[src/rtl/ddr3_rdback_collector.sv]
// ddr3_rdback_collector
// Pairs each DDR3 PHY read burst with the maintenance flag recorded when the
// matching READ was issued, in issue order. Maintenance bursts are dropped and
// user bursts go into a first-word-fall-through output FIFO. Protocol problems
// are reported through sticky error flags.
//
// Ports
//   clk, rst               clock, asynchronous active-high reset
//   rd_issue/_maint        READ issued this cycle and its maintenance flag
//   phy_rd_valid/_data     one 512-bit burst from the PHY
//   rdback_valid/_data     head of the output FIFO (valid/ready toward the DMA)
//   rdback_ready           consumer accepts the head
//   outstanding            read tags currently held
//   delivered_cnt          user bursts written into the output FIFO (wraps)
//   err_tag_ovf            issue lost because the tag FIFO was full
//   err_unexp              burst arrived with no outstanding read
//   err_out_ovf            user burst dropped because the output FIFO was full
//   err_timeout            oldest read waited more than TIMEOUT cycles
//   clr_err                synchronous clear of the sticky errors
module ddr3_rdback_collector #(
    parameter int unsigned TAG_DEPTH = 16,
    parameter int unsigned OUT_DEPTH = 8,
    parameter int unsigned TIMEOUT   = 1023
) (
    input  logic                         clk,
    input  logic                         rst,
    input  logic                         rd_issue,
    input  logic                         rd_issue_maint,
    input  logic                         phy_rd_valid,
    input  logic [511:0]                 phy_rd_data,
    output logic                         rdback_valid,
    output logic [511:0]                 rdback_data,
    input  logic                         rdback_ready,
    output logic [$clog2(TAG_DEPTH):0]   outstanding,
    output logic [31:0]                  delivered_cnt,
    output logic                         err_tag_ovf,
    output logic                         err_unexp,
    output logic                         err_out_ovf,
    output logic                         err_timeout,
    input  logic                         clr_err
);

    localparam int unsigned DATA_W = 512;
    localparam int unsigned TAG_AW = $clog2(TAG_DEPTH);
    localparam int unsigned TAG_CW = TAG_AW + 1;
    localparam int unsigned OUT_AW = $clog2(OUT_DEPTH);
    localparam int unsigned OUT_CW = OUT_AW + 1;
    localparam int unsigned WAIT_W = $clog2(TIMEOUT + 2);
    localparam logic [WAIT_W-1:0] WAIT_MAX = WAIT_W'(TIMEOUT + 1);

    // State
    logic [TAG_DEPTH-1:0]  tag_mem_q;
    logic [TAG_AW-1:0]     tag_wr_ptr_q, tag_wr_ptr_d;
    logic [TAG_AW-1:0]     tag_rd_ptr_q, tag_rd_ptr_d;
    logic [TAG_CW-1:0]     tag_cnt_q, tag_cnt_d;
    logic [DATA_W-1:0]     out_mem [OUT_DEPTH];
    logic [OUT_AW-1:0]     out_wr_ptr_q, out_wr_ptr_d;
    logic [OUT_AW-1:0]     out_rd_ptr_q, out_rd_ptr_d;
    logic [OUT_CW-1:0]     out_cnt_q, out_cnt_d;
    logic                  out_valid_q, out_valid_d;
    logic [DATA_W-1:0]     out_data_q, out_data_d;
    logic [31:0]           deliv_q, deliv_d;
    logic [WAIT_W-1:0]     wait_q, wait_d;
    logic                  e_tag_q, e_tag_d;
    logic                  e_unexp_q, e_unexp_d;
    logic                  e_oovf_q, e_oovf_d;
    logic                  e_to_q, e_to_d;

    // Per-cycle decisions
    logic tag_empty, tag_full, tag_pop, tag_push, tag_head;
    logic out_pop, user_burst, out_push;

    // Next-state logic
    always_comb begin
        tag_empty    = (tag_cnt_q == '0);
        tag_full     = (tag_cnt_q == TAG_CW'(TAG_DEPTH));
        tag_pop      = phy_rd_valid && !tag_empty;
        // A pop in the same cycle frees the slot for a push into a full FIFO.
        tag_push     = rd_issue && (!tag_full || tag_pop);
        tag_head     = tag_mem_q[tag_rd_ptr_q];

        out_pop      = out_valid_q && rdback_ready;
        user_burst   = tag_pop && !tag_head;
        out_push     = user_burst && ((out_cnt_q != OUT_CW'(OUT_DEPTH)) || out_pop);

        tag_wr_ptr_d = tag_wr_ptr_q + TAG_AW'(tag_push);
        tag_rd_ptr_d = tag_rd_ptr_q + TAG_AW'(tag_pop);
        tag_cnt_d    = tag_cnt_q + TAG_CW'(tag_push) - TAG_CW'(tag_pop);

        out_wr_ptr_d = out_wr_ptr_q + OUT_AW'(out_push);
        out_rd_ptr_d = out_rd_ptr_q + OUT_AW'(out_pop);
        out_cnt_d    = out_cnt_q + OUT_CW'(out_push) - OUT_CW'(out_pop);
        out_valid_d  = (out_cnt_d != '0);

        // Registered head: the new head is either this cycle's write (FIFO
        // effectively empty) or an entry already in storage.
        out_data_d   = out_data_q;
        if (out_cnt_d != '0) begin
            if (out_push && (out_cnt_d == OUT_CW'(1))) begin
                out_data_d = phy_rd_data;
            end else begin
                out_data_d = out_mem[out_rd_ptr_d];
            end
        end

        deliv_d      = deliv_q + 32'(out_push);

        // Age of the oldest outstanding tag, saturating one past the limit.
        wait_d       = wait_q;
        if (tag_pop || tag_empty) begin
            wait_d = '0;
        end else if (wait_q != WAIT_MAX) begin
            wait_d = wait_q + WAIT_W'(1);
        end

        // Set conditions take priority over clr_err.
        e_tag_d      = (rd_issue && tag_full && !tag_pop) || (e_tag_q   && !clr_err);
        e_unexp_d    = (phy_rd_valid && tag_empty)        || (e_unexp_q && !clr_err);
        e_oovf_d     = (user_burst && !out_push)          || (e_oovf_q  && !clr_err);
        e_to_d       = (wait_d == WAIT_MAX)               || (e_to_q    && !clr_err);
    end

    // Control and status registers
    always_ff @(posedge clk or posedge rst) begin
        if (rst) begin
            tag_mem_q    <= '0;
            tag_wr_ptr_q <= '0;
            tag_rd_ptr_q <= '0;
            tag_cnt_q    <= '0;
            out_wr_ptr_q <= '0;
            out_rd_ptr_q <= '0;
            out_cnt_q    <= '0;
            out_valid_q  <= 1'b0;
            out_data_q   <= '0;
            deliv_q      <= '0;
            wait_q       <= '0;
            e_tag_q      <= 1'b0;
            e_unexp_q    <= 1'b0;
            e_oovf_q     <= 1'b0;
            e_to_q       <= 1'b0;
        end else begin
            if (tag_push) begin
                tag_mem_q[tag_wr_ptr_q] <= rd_issue_maint;
            end
            tag_wr_ptr_q <= tag_wr_ptr_d;
            tag_rd_ptr_q <= tag_rd_ptr_d;
            tag_cnt_q    <= tag_cnt_d;
            out_wr_ptr_q <= out_wr_ptr_d;
            out_rd_ptr_q <= out_rd_ptr_d;
            out_cnt_q    <= out_cnt_d;
            out_valid_q  <= out_valid_d;
            out_data_q   <= out_data_d;
            deliv_q      <= deliv_d;
            wait_q       <= wait_d;
            e_tag_q      <= e_tag_d;
            e_unexp_q    <= e_unexp_d;
            e_oovf_q     <= e_oovf_d;
            e_to_q       <= e_to_d;
        end
    end

    // Output data storage; contents are only meaningful behind the pointers.
    always_ff @(posedge clk) begin
        if (out_push) begin
            out_mem[out_wr_ptr_q] <= phy_rd_data;
        end
    end

    assign rdback_valid  = out_valid_q;
    assign rdback_data   = out_data_q;
    assign outstanding   = tag_cnt_q;
    assign delivered_cnt = deliv_q;
    assign err_tag_ovf   = e_tag_q;
    assign err_unexp     = e_unexp_q;
    assign err_out_ovf   = e_oovf_q;
    assign err_timeout   = e_to_q;

endmodule

[config.mk]
export PLATFORM = sky130hd
export DESIGN_NAME = ddr3_rdback_collector
export DESIGN_NICKNAME = d
export VERILOG_FILES = /design/src/rtl/ddr3_rdback_collector.sv
export SDC_FILE = /design/constraint.sdc
export NUM_CORES = 2
export LEC_CHECK = 0
export CORE_MARGIN = 10
export CORE_UTILIZATION = 38
export DETAILED_ROUTE_END_ITERATION = 8
export MAX_ROUTING_LAYER = met4
export PLACE_DENSITY = 0.57
export SYNTH_ARGS = -nofsm -noshare
export SYNTH_HDL_FRONTEND = slang
export SYNTH_SLANG_ARGS = --single-unit
[constraint.sdc]
create_clock -name clk -period 61.9 [get_ports clk]
set_input_delay 6.19 -clock clk [delete_from_list [all_inputs] [get_ports clk]]
set_output_delay 6.19 -clock clk [all_outputs]
set_load 0.005 [all_outputs]
# Word level (Yosys, flattened, before mapping)
# Memory sizes are Yosys's and may differ from the RTL's.
# Cells that the tools add are included.
# word_totals
ram_bits,4096
output_inout_bits,554
wordCells,74
n_memories,1
register_bits,599
input_bits,519
# mem_list
memory,depth,word_bits,rd,rd_clocked_by_memory_dff,write_ports,line_no,source
out_mem,8,512,1,0,1,56,logic [DATA_W-1:0] out_mem [OUT_DEPTH];
# op_classes
n_mux,10
reduce_logical,30
n_addsub,10
n_eq_ne,5
order_cmp,3
# op_table
cell,count
512-bit two-way mux,1
32-bit by 1-bit adder with 32-bit output,1
11-bit two-way mux,2
16-bit bitwise mux,1
1-bit logical AND,15
4-bit by 1-bit adder with 4-bit output,3
"11-bit by 1-bit adder with 11-bit output, second input constant",1
"11-bit equality test, second input constant",1
"11-bit != test, second input constant",1
"4-bit by 5-bit < comparator with 1-bit output, second input constant",2
1-bit logical OR,7
3-bit by 1-bit adder with 3-bit output,2
1-bit zero test,6
5-bit by 1-bit adder with 5-bit output,1
"5-bit equality test, second input constant",1
5-bit zero test,1
5-bit by 1-bit subtractor with 5-bit output,1
1-bit binary-select mux with 4-bit select,1
1-bit demux with 4-bit select,1
"4-bit by 1-bit equality test with 1-bit output, second input constant",1
"4-bit by 1-bit >= comparator with 1-bit output, second input constant",1
1-bit two-way mux,4
"4-bit != test, second input constant",1
4-bit nonzero test,1
4-bit by 1-bit subtractor with 4-bit output,1

# Logic depth before layout (Yosys ltp)
# depth
depth_word,10
depth_mapped,20

# Worst setup path before layout
# Ideal clock, no wire load.
# synth_timing
path_kind,input to register
from,input port phy_rd_valid
to,memory out_mem[4][0] (enable)
arrival_time_ns,58.369
cell_stages,4
n_path_buf,0
slack_ns,0.712
setup_time_ns,2.818
cell_sequence,nand2b_1 -> inv_1 -> nand4_1 -> nor4b_1
# synth_between
elab_chain_len,5
# synth_lines
element,line_no,source
"start, declared",29,"input logic phy_rd_valid,"
1-bit logical AND,77,tag_pop = phy_rd_valid && !tag_empty;
1-bit logical AND,83,user_burst = tag_pop && !tag_head;
1-bit logical AND,84,out_push = user_burst && ((out_cnt_q != OUT_CW'(OUT_DEPTH)) || out_pop);
1-bit two-way mux,164,if (out_push) begin
1-bit two-way mux (not written as such),165,out_mem[out_wr_ptr_q] <= phy_rd_data;
"end, declared",56,
# No other way between the ends.

# Worst setup path in the final report
# layout_timing
from,input port phy_rd_valid
to,register out_data_q[447] (netlist: rdback_data[447])
# layout_between
elab_chain_len,8
elab_cells_between_ends,9
classes_between,2 x add/sub; 1 x eq/ne; 1 x mux; 5 x reduce/logical
# layout_lines
element,line_no,source
1-bit logical AND *,77,
1-bit logical AND *,83,
1-bit logical AND *,84,
4-bit by 1-bit adder with 4-bit output *,92,out_cnt_d = out_cnt_q + OUT_CW'(out_push) - OUT_CW'(out_pop);
4-bit by 1-bit subtractor with 4-bit output *,92,
net out_cnt_d[2],59,"logic [OUT_CW-1:0] out_cnt_q, out_cnt_d;"
4-bit by 1-bit equality test with 1-bit output,99,if (out_push && (out_cnt_d == OUT_CW'(1))) begin
1-bit logical AND,99,
512-bit two-way mux,99,
"end signal, assigned",152,out_data_q <= out_data_d;
"end, declared",61,"logic [DATA_W-1:0] out_data_q, out_data_d;"
# The timed path passes the listed nets; every way through them passes the cells marked *.
# A chain may end at the register's enable or synchronous reset.

==> summary.txt <==
Outcome -> finished clean
CTS Sinks -> 4695
R2R setup slack -> 52620 ps
Synth-to-Final Area Change -> 19.08%
CP max FO -> 129
Worst setup SP type -> input port
Cts bufs inserted -> 474
Core Area -> 467300 sq um
Post-synth cell types -> 41
Gr usage total -> 19.36%
Most common cell after layout, fill and taps aside -> edfxtp_1
Vias per std cell -> 5.561
WL per Instance -> 29.14 um
Antenna Nets Post-Route -> 0
Areal power density over the cells -> 54.82 nW/um^2
Layout Cells excl Fill -> 16550
1st-pass router iterations -> 6
Final hold violation count -> 0
Final instance area -> 212300 sq um
Pin count of the biggest net entering global routing -> 169
Final min period -> 13600 ps
Via count -> 92040
Final setup fails -> 0
FF+latch count, synth -> 4695
Max Clock Freq -> 73.52 MHz
Most used cell, CP -> buf_4
Fraction of layout cells with a size suffix above 1 -> 19.11%
CTS clk-pin slew, worst paths -> 60 ps
Die height -> 704.9 um
RR Endpoint -> rdback_data[447]$_DFFE_PP0P_
Worst path arrival time -> 14500 ps
R2R cell count -> 23
Worst path required time -> 62800 ps
FP Rows -> 251
Vias in the first global route -> 95700
Pin slew with the least headroom to its limit -> 1257 ps
Worst path max stage delay -> 920 ps
Hold endpoint -> delivered_cnt[31]$_DFF_PP0_
Clock Tree Root -> clkbuf_16
Max stage delay cell, worst path -> buf_4
Hold path depth -> 1
Global-route wire length before repair -> 699600 um
Die extent in x -> 704.9 um
RSZ-0062 raised after global routing -> false
Setup TNS -> 0 ps
Initial drt markers -> 8266
Routability cong. -> 0.7629
Initial Util -> 38.15%
Dpl hpwl -> 272800 um
Yosys warning total -> 0
Placed cell count -> 15560
Reg-to-reg critical path startpoint -> outstanding[2]$_DFF_PP0_
Final period utilization -> 21.97%
H-tree depth -> 5
HP Class -> flop to flop
Hold Slack -> 478.0 ps
Instance area at placement -> 196300 sq um
# DRC -> 0
Grt ovf -> 0
Cell Chain, Critical Path -> clkdlybuf4s50_1 -> nand2b_1 -> inv_1 -> nand4_1 -> ha_1 -> inv_1 -> ha_1 -> inv_1 -> fa_1 -> xor2_1 -> inv_1 -> nor4_4 -> buf_4 -> inv_8 -> buf_4 -> buf_4 -> buf_12 -> buf_4 -> buf_4 -> nand4_1 -> o221a_1
Max-cap violations -> 0
Port bufs -> 1072
Synth Cell Area -> 178300 sq um
Slew HR -> 16.21%
Clk buf depth -> 4
Net count after synthesis -> 9229
Max-slew violation count -> 0
Crit Path Class -> input port to flop
Yosys top cell by area -> edfxtp_1
Fin nets -> 10390
Lkg Pwr -> 0.06983 uW
Most frequent cells in the layout -> 4096 x edfxtp_1, 1074 x nand2_1, 1072 x clkdlybuf4s50_1, 1027 x mux4_2, 599 x dfrtp_1
Cts hold-fix bufs -> 0
Share of the synthesized area in the top cell type -> 69.00%
Setup Fix Bufs, Post-CTS -> 0
Maximum vdd ir drop -> 51.89 uV
TritonCTS clock tree -> built
Worst skew pair latency -> 1030 ps
Post-synthesis sequential area ratio -> 77.41%
Post-cts sizing count -> 0
Hold Crit Start -> delivered_cnt[31]$_DFF_PP0_
Syn Inst Count -> 8685
Fin Clk Skew -> 58.43 ps
Synth top area cells -> edfxtp_1 69%, mux4_2 13%, dfrtp_1 8.4%
CP Capture Type -> flop
Num ports -> 1073
Die ar. -> 496900 sq um
Final total power -> 11640 uW
Filler cell count in the final layout -> 39320
Drt total wl -> 482300 um
Antenna violations before repair -> 134
Syn_area_per_cell -> 20.53 sq um
==> cell type report <==
cell class	instances	area, sq um	share of cell area (%)
clock buffers	626	13020	6.132
well taps	6198	7755	3.653
multi-input cells	3384	37990	17.90
repair buffers	1256	12410	5.847
clock inverters	264	2739	1.290
flip-flops and latches	4695	138000	65.00
inverters	30	135.1	0.06366
diodes	98	245.2	0.1155
==> critical path: cells and delay by family <==
family | cells | cell delay (ps)
buffers and inverters | 12 | 5550
adder cells (fa/ha/maj) | 3 | 1080
AND/OR/NAND/NOR | 4 | 890
XOR/XNOR | 1 | 190
AO/OA/AOI/OAI | 1 | 170
==> worst max path at each step <==
| stage | from | cells past startpoint | slack [ps] | endpoint |
|---|---|---|---|---|
| floorplan | phy_rd_valid | 4 | 710 | out_mem[4][0]$_DFFE_PP_ |
| global placement | rdback_ready | 14 | 47150 | rdback_data[301]$_DFFE_PP0P_ |
| detailed placement | rdback_ready | 14 | 47040 | rdback_data[312]$_DFFE_PP0P_ |
| CTS | rdback_ready | 14 | 48160 | rdback_data[298]$_DFFE_PP0P_ |
| global route | rdback_ready | 14 | 47620 | rdback_data[312]$_DFFE_PP0P_ |
| finish | phy_rd_valid | 21 | 48300 | rdback_data[447]$_DFFE_PP0P_ |
==> where the power goes <==
group | internal, uW | switching, uW | total, uW
Clock | 1670 | 1210 | 2880
Combinational | 2050 | 2300 | 4350
Sequential | 4110 | 291 | 4400
Total | 7830 | 3810 | 11600
==> cells by family after synthesis <==
| logic type | share of synthesized area (%) |
|---|---|
| xor+xnor | 0.2457 |
| flops | 77.41 |
| simple gates | 4.479 |
| fa+ha+maj | 0.1839 |
| buf+inv | 1.331 |
| compound gates | 3.248 |
| mux | 13.11 |
==> flip-flops by register name (all words and copies together), names as in the netlist, 4 cells and up <==
| signal | count |
|---|---|
| delivered_cnt | 32 |
| out_cnt_q | 4 |
| out_mem | 4096 |
| outstanding | 5 |
| rdback_data | 512 |
| tag_mem_q | 16 |
| tag_rd_ptr_q | 4 |
| tag_wr_ptr_q | 4 |
| wait_q | 11 |
==> cells in the mapped netlist <==
cell / count
and3_1: 38
mux2_2: 17
nor4_1: 2
nor4b_1: 6
buf_2: 79
and4_1: 4
a21oi_1: 6
nand2b_1: 7
or4_1: 2
clkbuf_1: 399
xor2_1: 19
a211oi_1: 2
xnor2_1: 31
nor4_2: 1
o32ai_1: 1
nand3_1: 19
a21o_1: 2
fa_1: 2
nand4b_1: 1
or2_2: 1
nand2_1: 1074
buf_1: 98
o22a_1: 1
nor3_1: 9
nand3b_1: 4
o21ai_0: 6
dfrtp_1: 599
o211ai_1: 1
o22ai_1: 2
o31ai_1: 27
mux4_2: 1027
ha_1: 23
nor2_1: 58
inv_1: 28
edfxtp_1: 4096
mux2i_1: 4
and2_1: 8
o221a_1: 484
inv_2: 2
nand4_1: 494
a41oi_1: 1
==> layer usage <==
layer	vias to the layer above	GRT usage, %	wire (um)
met3	772	3.665	30690
met5	-	-	0
li1	38500	-	-
met1	49780	25.12	199200
met4	0	5.798	14140
met2	2990	31.19	238200
==> through the flow <==
stage          util, %  worst slack, ps
2_1_floorplan        -            712.3
3_3_place_gp     42.00            47150
3_5_place_dp     42.00            47040
4_1_cts          45.37            48160
5_1_grt          45.42            47620
6_report         45.43            48300
(Power assumes the default switching activity.)
